--- config.mk ---
export PLATFORM = sky130hd
export DESIGN_NAME = vx_writeback_arb
export DESIGN_NICKNAME = d
export VERILOG_FILES = /design/src/rtl/vx_writeback_arb.sv
export SDC_FILE = /design/constraint.sdc
export NUM_CORES = 1
export LEC_CHECK = 0
export BUFFER_PORTS_ARGS = -buffer_cell sky130_fd_sc_hd__buf_2
export CORE_AREA = 10 10 418 420
export CTS_CLUSTER_DIAMETER = 200
export DETAILED_ROUTE_END_ITERATION = 10
export DIE_AREA = 0 0 428 430
export GPL_ROUTABILITY_DRIVEN = 0
export SETUP_SLACK_MARGIN = 0.1
export SYNTH_ARGS = -nofsm -noshare
export SYNTH_HDL_FRONTEND = slang
export SYNTH_SLANG_ARGS = --single-unit
--- constraint.sdc ---
create_clock -name clk -period 7.2 [get_ports clk]
set_input_delay 0.36 -clock clk [delete_from_list [all_inputs] [get_ports clk]]
set_output_delay 0.36 -clock clk [all_outputs]
set_load 0.02 [all_outputs]
--- src/rtl/vx_writeback_arb.sv ---
// Writeback arbiter: round-robin over execute units, multi-beat results hold the grant until eop; 1-cycle registered output.
// Non-writing results are acked immediately; writing results wait for grant; the wb stream has no back-pressure.
module vx_writeback_arb #(
    parameter int NUM_REQS    = 5,
    parameter int NUM_THREADS = 4,
    parameter int NW_BITS     = 2,
    parameter int NR_BITS     = 5,
    parameter int DATAW       = 32
) (
    input  logic                                clk,
    input  logic                                reset,
    input  logic [NUM_REQS-1:0]                 req_valid,
    output logic [NUM_REQS-1:0]                 req_ready,
    input  logic [NUM_REQS*NW_BITS-1:0]         req_wid,
    input  logic [NUM_REQS*NUM_THREADS-1:0]     req_tmask,
    input  logic [NUM_REQS*32-1:0]              req_PC,
    input  logic [NUM_REQS*NR_BITS-1:0]         req_rd,
    input  logic [NUM_REQS-1:0]                 req_wb,
    input  logic [NUM_REQS*NUM_THREADS*DATAW-1:0] req_data,
    input  logic [NUM_REQS-1:0]                 req_eop,
    output logic                                wb_valid,
    output logic [NW_BITS-1:0]                  wb_wid,
    output logic [NUM_THREADS-1:0]              wb_tmask,
    output logic [31:0]                         wb_PC,
    output logic [NR_BITS-1:0]                  wb_rd,
    output logic [NUM_THREADS*DATAW-1:0]        wb_data,
    output logic                                wb_eop,
    output logic [43:0]                         stall_cycles
);
    localparam int PW = (NUM_REQS > 1) ? $clog2(NUM_REQS) : 1;
    localparam int LW = NUM_THREADS * DATAW;

    typedef enum logic {ST_IDLE, ST_LOCKED} state_t;

    state_t              r_state, w_state_nxt;
    logic [PW-1:0]       r_ptr, w_ptr_nxt;
    logic [PW-1:0]       r_lock_idx, w_lock_nxt;
    logic [PW-1:0]       w_gnt_idx;
    logic [PW:0]         w_sum;
    logic                w_gnt_vld;
    logic [NUM_REQS-1:0] w_cand, w_gnt_oh;

    logic                r_wb_valid, r_wb_eop;
    logic [NW_BITS-1:0]  r_wb_wid;
    logic [NUM_THREADS-1:0] r_wb_tmask;
    logic [31:0]         r_wb_pc;
    logic [NR_BITS-1:0]  r_wb_rd;
    logic [LW-1:0]       r_wb_data;
    logic [43:0]         r_stall;

    assign w_cand   = req_valid & req_wb;
    assign w_gnt_oh = w_gnt_vld ? (NUM_REQS'(1) << w_gnt_idx) : '0;
    // Non-writing results bypass arbitration entirely.
    assign req_ready = (req_valid & ~req_wb) | w_gnt_oh;

    always_comb begin
        w_gnt_vld = 1'b0;
        w_gnt_idx = '0;
        w_sum     = '0;
        if (r_state == ST_LOCKED) begin
            w_gnt_vld = w_cand[r_lock_idx];
            w_gnt_idx = r_lock_idx;
        end else begin
            for (int off = 0; off < NUM_REQS; off++) begin
                w_sum = {1'b0, r_ptr} + (PW+1)'(off);
                if (w_sum >= (PW+1)'(NUM_REQS))
                    w_sum = w_sum - (PW+1)'(NUM_REQS);
                if (!w_gnt_vld && w_cand[w_sum[PW-1:0]]) begin
                    w_gnt_vld = 1'b1;
                    w_gnt_idx = w_sum[PW-1:0];
                end
            end
        end
    end

    always_comb begin
        w_state_nxt = r_state;
        w_ptr_nxt   = r_ptr;
        w_lock_nxt  = r_lock_idx;
        if (w_gnt_vld) begin
            // The pointer already moved past k when the lock was taken.
            if (r_state == ST_IDLE)
                w_ptr_nxt = (w_gnt_idx == PW'(NUM_REQS-1)) ? '0 : w_gnt_idx + 1'b1;
            w_state_nxt = req_eop[w_gnt_idx] ? ST_IDLE : ST_LOCKED;
            w_lock_nxt  = w_gnt_idx;
        end
    end

    always_ff @(posedge clk) begin
        if (!reset) begin
            r_state    <= ST_IDLE;
            r_ptr      <= '0;
            r_lock_idx <= '0;
            r_wb_valid <= 1'b0;
            r_wb_eop   <= 1'b0;
            r_wb_wid   <= '0;
            r_wb_tmask <= '0;
            r_wb_pc    <= '0;
            r_wb_rd    <= '0;
            r_wb_data  <= '0;
            r_stall    <= '0;
        end else begin
            r_state    <= w_state_nxt;
            r_ptr      <= w_ptr_nxt;
            r_lock_idx <= w_lock_nxt;
            r_wb_valid <= w_gnt_vld;
            if (w_gnt_vld) begin
                r_wb_eop   <= req_eop[w_gnt_idx];
                r_wb_wid   <= req_wid[w_gnt_idx*NW_BITS +: NW_BITS];
                r_wb_tmask <= req_tmask[w_gnt_idx*NUM_THREADS +: NUM_THREADS];
                r_wb_pc    <= req_PC[w_gnt_idx*32 +: 32];
                r_wb_rd    <= req_rd[w_gnt_idx*NR_BITS +: NR_BITS];
                r_wb_data  <= req_data[w_gnt_idx*LW +: LW];
            end
            if (|(w_cand & ~w_gnt_oh))
                r_stall <= r_stall + 44'd1;
        end
    end

    assign wb_valid     = r_wb_valid;
    assign wb_eop       = r_wb_eop;
    assign wb_wid       = r_wb_wid;
    assign wb_tmask     = r_wb_tmask;
    assign wb_PC        = r_wb_pc;
    assign wb_rd        = r_wb_rd;
    assign wb_data      = r_wb_data;
    assign stall_cycles = r_stall;
endmodule

==> results.json, run 1 <==
{
  "nFillCells": 19400,
  "cp.depth": 15,
  "p_leak_nw": 12.2,
  "crit_chain": "inv_1 -> ha_1 -> nor2b_1 -> nor3_1 -> or3_1 -> a311o_1 -> or4_4 -> or3_1 -> o31a_1 -> and2_4 -> nor2_1 -> ha_1 -> nand2_1 -> o21ai_0 -> buf_2",
  "grt_setup_unrepaired": "no",
  "totalWireLength_um": 143000,
  "clkTransAtPathRegs_ps": 60,
  "cts.sinks": 224,
  "route.detailed.drc": 0,
  "grt-ovfl-total": 0,
  "synth_ff_type": "dfxtp_1",
  "status": "complete, no violations",
  "syn_area_per_cell_um2": 6.16,
  "core.rowCount": 150,
  "worstMarginPinSlew_ps": 1220,
  "period_share_pct": 86.4,
  "slew_headroom_pct": 18.4,
  "ys_warn_count": 0,
  "io_pins": 1094,
  "cp_num_buf_inv": 2,
  "syn_inst": 2626,
  "cts_made_buffers": 35,
  "die_w_um": 428,
  "cts_tree": "yes",
  "fin_tns_setup_ps": 0,
  "area.growth.synth_to_final_pct": 61.6,
  "grt_max_degree": 137,
  "die_y_um": 430,
  "crit_required_ps": 6840,
  "track_usage_pct": 14.4,
  "arrival_ps": 5860,
  "num_vias": 25000,
  "endpoint_kind": "output pin",
  "multiInputGateArea_um2": 10700,
  "grt_pass1_vias": 23500,
  "cts.htree.levels": 2,
  "critPathMaxStageDelay_ps": 720,
  "start_util_pct": 9.73,
  "rrSetupSlack_ps": 1030,
  "path_class": "flop to output pin",
  "ys_seq_elements": 224,
  "r2r_cells": 17,
  "fin_area_um2": 26100,
  "startpoint": "r_ptr[1]$_SDFFE_PN0P_",
  "fmax_ghz": 0.161,
  "fin_crit_ps": 6220,
  "antenna_found_initial": 99,
  "slowest_stage": "dfxtp_1",
  "r2r-end": "stall_cycles[9]$_SDFFE_PN0P_",
  "core_um2": 166000,
  "syn_area_um2": 16200,
  "root_buffer": "clkbuf_16",
  "synth.net_count": 3509,
  "drt_first_pass_iters": 6,
  "synthTopCellsByCount": "nand2_1 (1044), dfxtp_1 (224), clkbuf_1 (209), o21ai_0 (207), nand3_1 (200)",
  "p_per_area_nw_per_um2": 637,
  "yosysMostFrequentCell": "nand2_1",
  "vias_per_cell": 4.23,
  "synth_area_leaders": "dfxtp_1 (28%), nand2_1 (24%), o211ai_1 (8.0%), o21ai_0 (6.4%), nand3_1 (6.2%)",
  "fp.dieArea_um2": 184000,
  "path_max_fanout": 19,
  "vdd_drop_max_v": 0.000651,
  "portBuffers": 1093,
  "regArea_um2": 4480,
  "start_kind": "flop",
  "ys_types": 74,
  "post_cts_resized": 0,
  "ys_async_sr_fraction_pct": 0,
  "seq_area_frac_synth_pct": 27.7,
  "drive_above_1_share_pct": 32.9,
  "synth_top_cell_by_area": "dfxtp_1",
  "dp_hpwl_um": 121000,
  "hold_path.class": "primary input to flop",
  "r2r-start": "r_ptr[1]$_SDFFE_PN0P_",
  "finalSetupViolCount": 0,
  "drv_slew": 0,
  "grt_pass1_wl_um": 189000,
  "ant_nets": 0,
  "nNetsFinal": 4530,
  "wl_per_cell_um": 24.3,
  "drt_iter0_drc": 2874,
  "path_delay_family": "simple AND/OR/NAND/NOR gates",
  "setup.worst_path.end": "req_ready[3]",
  "maxCapViolCount": 0,
  "skew_ps": 23.3,
  "placed_cell_area_um2": 23900,
  "synth_edf_count": 0,
  "yosysTopAreaCellShare_pct": 27.7,
  "clk_latency_ps": 590,
  "clockBufferDepth": 3,
  "hold_violations": 0
}
[metrics by stage]
step | worst slack (ps) | util, % | hold WS, ps | std cells | power (mW)
6_report | 982 | 15.7 | 46.5 | 5908 | 16.7
5_1_grt | 667 | 15.7 | 20.4 | 5894 | 18.0
4_1_cts | 1060 | 15.7 | 0.0943 | 5878 | 16.8
3_5_place_dp | 1130 | 14.4 | 486 | 5716 | 14.8
3_3_place_gp | 1320 | 14.4 | 482 | 5716 | 14.7
2_1_floorplan | 1490 | - | 463 | 2626 | 9.96
[state kept, by name, indices dropped and copies added, names as in the netlist]
register and flops:
r_lock_idx 3, r_ptr 3, r_state 1, stall_cycles 44, wb_PC 32, wb_data 128, wb_eop 1, wb_rd 5
wb_tmask 4, wb_valid 1, wb_wid 2
[worst register-to-register path, delay by kind of cell (launching register included)]
family	cells	cell delay, ps
buf+inv	1	320
fa+ha+maj	2	610
simple gates	7	2480
flops	1	720
compound gates	7	1930
[routing by layer]
| metal | GRT usage (%) | up-vias | share of wire [%] |
|---|---|---|---|
| met5 | 0 | - | 0.23 |
| met4 | 5.52 | 52 | 4.5 |
| met3 | 6.64 | 335 | 13 |
| met2 | 23.8 | 1457 | 47 |
| met1 | 16.2 | 11900 | 36 |
| li1 | - | 11200 | - |
[kinds of logic (layout without fill, tap and decap cells)]
logic type	after synthesis	count (layout)	share of synthesized area, %
simple gates	1397	1397	36.2
compound gates	707	707	27.1
buf+inv	266	1314	6.51
flops	224	224	27.7
mux	15	15	1.24
fa+ha+maj	11	11	0.897
xor+xnor	6	6	0.325
other cells	0	30	0
[how the worst min path moves through the flow]
stage	cells after the start	to	start
finish	3	wb_data[57]$_SDFFE_PN0N_	req_data[569]
global route	3	wb_PC[30]$_SDFFE_PN0N_	req_PC[158]
CTS	3	wb_data[111]$_SDFFE_PN0N_	req_data[623]
detailed placement	2	stall_cycles[43]$_SDFFE_PN0P_	stall_cycles[43]$_SDFFE_PN0P_
global placement	2	stall_cycles[43]$_SDFFE_PN0P_	stall_cycles[43]$_SDFFE_PN0P_
floorplan	2	r_lock_idx[2]$_SDFFE_PN0N_	r_lock_idx[2]$_SDFFE_PN0N_
[power breakdown]
group | internal (mW) | total (mW) | switching, mW
clock network | 1.08 | 1.82 | 0.736
logic | 3.70 | 12.9 | 9.22
registers | 1.70 | 1.93 | 0.225
total | 6.48 | 16.7 | 10.2
[placed cells by master (no fill, tap or decap), types with 6 or more instances in the layout]
cell              n
a21oi_1         108
o211ai_1        173
buf_4            29
nand4b_1          7
ha_1             10
o21ai_0         207
clkbuf_1          9
inv_1            17
nand2_1        1044
or3_1            27
nor2_1           30
a21o_1            8
nor4_1            6
o21ai_1           8
dfxtp_1         224
nand4_1          12
diode_2          30
clkbuf_16        36
o31ai_1           9
and2_1           11
nand2b_1          8
nand3_1         200
a31oi_1         150
and3_1           17
buf_2          1092
buf_12           10
dlygate4sd3_1    98
nor3_1            8
mux2i_1          11
or4_1             9
[area by class of cell]
class / count / share of cell area, %
Multi-Input combinational cell: 2136 / 40.9
Timing Repair Buffer: 1230 / 26.3
Sequential cell: 224 / 17.2
Tap cell: 2204 / 10.6
Clock buffer: 50 / 3.84
Clock inverter: 14 / 0.675
Inverter: 20 / 0.316
Antenna cell: 30 / 0.287
[timing repair]
action	in CTS	in global routing
hold buffers	98	0
buffers inserted	0	0
hold endpoints to repair	98	0
Note: power is estimated with default switching activity, not from simulation.
==> run 2: changes to the inputs <==
- REMOVE_ABC_BUFFERS: not set -> 1
==> results.json, run 2 (synthesized netlist as in run 1, its figures left out) <==
{
  "grt_pass1_vias": 23500,
  "crit_path_frequent_cell": "nor4_1",
  "portBuffers": 1093,
  "drive_above_1_share_pct": 32.9,
  "clk_latency_ps": 590,
  "die_y_um": 430,
  "total_power_mw": 16.6,
  "core_um2": 166000,
  "cts.htree.levels": 2,
  "arrival_ps": 6780,
  "finalSetupViolCount": 0,
  "critPathMaxStageDelay_ps": 810,
  "clkTransAtPathRegs_ps": 60,
  "num_vias": 24600,
  "r2r-start": "r_ptr[1]$_SDFFE_PN0P_",
  "grt_setup_unrepaired": "no",
  "p_per_area_nw_per_um2": 638,
  "final_cells": 5903,
  "post_cts_resized": 0,
  "p_seq_share_pct": 11.7,
  "setup_ws_ps": 902,
  "path_delay_family": "simple AND/OR/NAND/NOR gates",
  "start_util_pct": 9.73,
  "final_common_cell": "buf_2",
  "ant_nets": 0,
  "crit_required_ps": 7690,
  "drv_slew": 0,
  "path_class": "flop to flop",
  "dp_cells": 5713,
  "die_w_um": 428,
  "io_pins": 1094,
  "vias_per_cell": 4.16,
  "cts_setup_buffers": 0,
  "fin_crit_ps": 6300,
  "endpoint_kind": "flop",
  "fp.dieArea_um2": 184000,
  "skew_ps": 27.9,
  "core.rowCount": 150,
  "cp.depth": 15,
  "cp_num_buf_inv": 2,
  "start_kind": "flop",
  "root_buffer": "clkbuf_16",
  "cts_made_buffers": 36,
  "final_cell_mix": "buf_2 (1092), nand2_1 (1044), dfxtp_1 (224), o21ai_0 (207), nand3_1 (200)",
  "pre_cts_slack_ps": 1050,
  "r2r_cells": 15,
  "internal_power_mw": 6.38,
  "hold_path.class": "primary input to flop",
  "p_comb_share_pct": 77.6,
  "worstMarginPinSlew_ps": 862,
  "p_switching_mw": 10.3,
  "crit_chain": "inv_1 -> ha_1 -> nand3b_1 -> a2bb2oi_1 -> o32a_1 -> a311o_1 -> or4_4 -> nor4_1 -> a2111o_1 -> and2_4 -> buf_4 -> nor4_1 -> o221a_4 -> or4_1 -> a21oi_1",
  "hold_violations": 0,
  "holdCritStartpoint": "req_data[581]",
  "slew_headroom_pct": 42.5,
  "fmax_ghz": 0.159,
  "totalWireLength_um": 146000,
  "cts.sinks": 224,
  "vdd_drop_max_v": 0.000559,
  "clockPowerShare_pct": 10.7,
  "wl_per_cell_um": 24.7,
  "grt_max_degree": 183,
  "route.detailed.drc": 0,
  "grt_pass1_wl_um": 195000,
  "maxCapViolCount": 0,
  "cts_tree": "yes",
  "status": "complete, no violations",
  "period_share_pct": 87.5,
  "antenna_found_initial": 97,
  "min_path_cells": 3,
  "nNetsFinal": 4534,
  "slowest_stage": "ha_1",
  "p_sw_share_pct": 61.7,
  "path_max_fanout": 69,
  "drt_iter0_drc": 2350,
  "dp_hpwl_um": 124000,
  "nFillCells": 19300,
  "p_leak_nw": 12.2,
  "largest_register_ffs": 128,
  "track_usage_pct": 14.8,
  "clockBufferDepth": 3,
  "drt_first_pass_iters": 6,
  "area.growth.synth_to_final_pct": 61.4,
  "startpoint": "r_ptr[1]$_SDFFE_PN0P_",
  "grt-ovfl-total": 0
}
run 2: cell count changes in the layout (fill, tap and decap cells not counted), moves of 2 or more:
cell	before	now
buf_12	10	8
dlygate4sd3_1	98	104
clkinv_2	4	8
diode_2	30	24
clkbuf_1	9	6
run 2: final cells by class:
type | instances | area (um2) | area share (%)
clock inverter | 15 | 141 | 0.542
antenna | 24 | 60.1 | 0.230
multi-input combinational | 2136 | 10700 | 40.9
inverter | 20 | 82.6 | 0.316
tap | 2204 | 2760 | 10.6
timing repair buffer | 1233 | 6890 | 26.4
sequential | 224 | 4480 | 17.2
clock buffer | 47 | 1000 | 3.84
run 2: path summary, 6_finish.rpt:
check / end / slack (ps)
worst min-delay path: wb_data[69]$_SDFFE_PN0N_ / 60
worst max register to register: stall_cycles[16]$_SDFFE_PN0P_ / 900
worst max-delay path: stall_cycles[16]$_SDFFE_PN0P_ / 900
worst min register to register: stall_cycles[11]$_SDFFE_PN0P_ / 500
run 2: per-stage QoR:
step	setup TNS, ps	area [um2]	hold WS (ps)	util (%)
2_1_floorplan	-1942310	15200	463	-
3_3_place_gp	0	23900	474	14.3
3_5_place_dp	0	23900	482	14.3
4_1_cts	0	26000	0.0898	15.7
5_1_grt	0	26100	21.9	15.7
6_report	0	26100	59.6	15.7
run 2: repair_timing:
| action | in CTS | in global routing |
|---|---|---|
| hold endpoints to repair | 104 | 0 |
| hold buffers | 104 | 0 |
| endpoints found under the setup margin | 0 | 0 |
run 2: layer usage:
| metal | global-route usage, % | part of all wire (%) |
|---|---|---|
| met1 | 16.9 | 38 |
| met5 | 0 | 0.33 |
| met2 | 25.8 | 48 |
| met3 | 5.64 | 10 |
| met4 | 3.69 | 3.2 |
run 2: power groups by stage:
stage	Combinational, mW	Clock, mW	Sequential (mW)
after detailed placement	13.1	0	1.96
final	12.9	1.78	1.94
after global routing	14.2	1.91	1.99
after global placement	12.9	0	1.95
after CTS	13.2	1.87	1.94
after floorplan	5.43	0	2.36
run 2: worst reg2reg max path: cells and delay by family (launching register included):
| kind | cells | cell delay, ps |
|---|---|---|
| simple gates | 6 | 2250 |
| compound gates | 6 | 1640 |
| buf+inv | 2 | 830 |
| fa+ha+maj | 1 | 810 |
| flops | 1 | 680 |
==> run 3: changes to the inputs <==
--- a/config.mk
+++ b/config.mk
@@ -7,7 +7,7 @@
 export LEC_CHECK = 0
-export BUFFER_PORTS_ARGS = -buffer_cell sky130_fd_sc_hd__buf_2
-export CORE_AREA = 10 10 418 420
+export CORE_AREA = 10 10 416 418
 export CTS_CLUSTER_DIAMETER = 200
 export DETAILED_ROUTE_END_ITERATION = 10
-export DIE_AREA = 0 0 428 430
+export DIE_AREA = 0 0 426 428
+export DONT_BUFFER_PORTS = 1
 export GPL_ROUTABILITY_DRIVEN = 0
==> constraint.sdc (replaced) <==
create_clock -name clk -period 7.4 [get_ports clk]
set_input_delay 1.48 -clock clk [delete_from_list [all_inputs] [get_ports clk]]
set_output_delay 1.48 -clock clk [all_outputs]
set_load 0.02 [all_outputs]
==> results.json, run 3 (synthesized netlist as in run 1, its figures left out) <==
{
  "status": "complete, no violations",
  "die_y_um": 428,
  "setup_ws_ps": 589,
  "fp.dieArea_um2": 182000,
  "nFillCells": 19200,
  "root_buffer": "clkbuf_16",
  "cts.htree.levels": 2,
  "start_util_pct": 9.84,
  "dp_hpwl_um": 116000,
  "final_cell_mix": "nand2_1 (1044), dfxtp_1 (223), o21ai_0 (207), nand3_1 (200), o211ai_1 (173)",
  "clkTransAtPathRegs_ps": 60,
  "worstMarginPinSlew_ps": 1080,
  "arrival_ps": 5330,
  "vdd_drop_max_v": 0.00226,
  "endpoint_kind": "output pin",
  "p_leak_nw": 7.25,
  "final_common_cell": "nand2_1",
  "grt_pass1_wl_um": 177000,
  "path_class": "flop to output pin",
  "drt_iter0_drc": 2921,
  "fin_crit_ps": 6810,
  "drv_slew": 0,
  "drt_first_pass_iters": 9,
  "route.detailed.drc": 0,
  "period_share_pct": 92.0,
  "totalWireLength_um": 138000,
  "core.rowCount": 149,
  "cts_setup_buffers": 0,
  "grt_pass1_vias": 18300,
  "largest_register_ffs": 128,
  "multiInputGateArea_um2": 10700,
  "p_per_area_nw_per_um2": 810,
  "clockBufferDepth": 3,
  "path_max_fanout": 22,
  "track_usage_pct": 14.1,
  "wl_per_cell_um": 29.5,
  "total_power_mw": 15.9,
  "crit_required_ps": 5920,
  "cts_tree": "yes",
  "pre_cts_slack_ps": 864,
  "hold_path.class": "flop to flop",
  "num_vias": 20200,
  "grt_setup_unrepaired": "no",
  "nNetsFinal": 3333,
  "start_kind": "flop",
  "skew_ps": 32.3,
  "die_w_um": 426,
  "antenna_found_initial": 70,
  "fmax_ghz": 0.147,
  "fin_tns_setup_ps": 0,
  "vias_per_cell": 4.31,
  "ant_nets": 0,
  "hold_violations": 0,
  "final_util_pct": 11.9,
  "area.growth.synth_to_final_pct": 21.0,
  "portBuffers": 0,
  "io_pins": 1094,
  "slew_headroom_pct": 28.1,
  "grt-ovfl-total": 0,
  "maxCapViolCount": 0,
  "cts_made_buffers": 36,
  "core_um2": 164000,
  "clk_latency_ps": 620,
  "cts.sinks": 224,
  "finalSetupViolCount": 0,
  "grt_max_degree": 183,
  "drive_above_1_share_pct": 4.72,
  "regArea_um2": 4490
}
run 3: cell count changes in the layout (fill, tap and decap cells not counted), sizes merged:
cell / change
buf: -1096
dlygate4sd3: -104
clkinvlp: +4
clkinv: -3
inv: +2
clkbuf: -1
diode: -1
run 3: critical path, stage by stage (launching register included):
cell and delay, ps:
dfxtp_2 550, inv_1 250, ha_2 650, nand4bb_1 220
a41oi_1 170, o21ai_2 260, o31ai_1 210, or4_4 560
or3_1 510, o22a_1 240, and2_4 220, inv_8 190
ha_1 230, nand2_1 130, o21ai_0 120, buf_4 170
run 3: report_power, final:
| group | total [mW] | switching (mW) | internal, mW |
|---|---|---|---|
| Clock | 1.81 | 0.773 | 1.04 |
| Sequential | 2.96 | 1.30 | 1.66 |
| Combinational | 11.1 | 8.03 | 3.05 |
run 3: worst paths after layout:
check,from,endpoint,slack [ps],cells after the start
max,r_ptr[1]$_SDFFE_PN0P_,req_ready[3],590,15
min reg2reg,r_lock_idx[2]$_SDFFE_PN0N_,r_lock_idx[2]$_SDFFE_PN0N_,510,2
min,r_lock_idx[2]$_SDFFE_PN0N_,r_lock_idx[2]$_SDFFE_PN0N_,510,2
max reg2reg,r_ptr[1]$_SDFFE_PN0P_,stall_cycles[20]$_SDFFE_PN0P_,1310,16
run 3: what timing repair did:
item | in CTS | in global routing
hold endpoints to repair | 0 | 0
hold buffers | 0 | 0
endpoints found under the setup margin | 0 | 4
resized for setup | 0 | 3
run 3: through the flow:
stage / area, um2 / hold WS (ps) / instances
2_1_floorplan: 15200 / 463 / 2380
3_3_place_gp: 18300 / 502 / 4601
3_5_place_dp: 18300 / 505 / 4601
4_1_cts: 19500 / 511 / 4666
5_1_grt: 19500 / 555 / 4670
6_report: 19600 / 513 / 4689
run 3: layout make-up:
class / instances / share of cell area [%]
multi-input cells: 2136 / 54.6
flip-flops and latches: 224 / 22.9
well taps: 2189 / 14.0
clock buffers: 47 / 5.13
repair buffers: 32 / 1.68
clock inverters: 18 / 0.927
inverters: 20 / 0.422
diodes: 23 / 0.294
run 3: layer usage:
metal	part of all wire (%)	GRT usage (%)	wire length [um]	vias to the layer above
li1	-	-	-	8834
met5	0.23	0	323	-
met3	12	6.35	16600	263
met1	39	16.9	53300	9667
met2	47	23.1	64900	1379
met4	2.2	2.99	3090	50
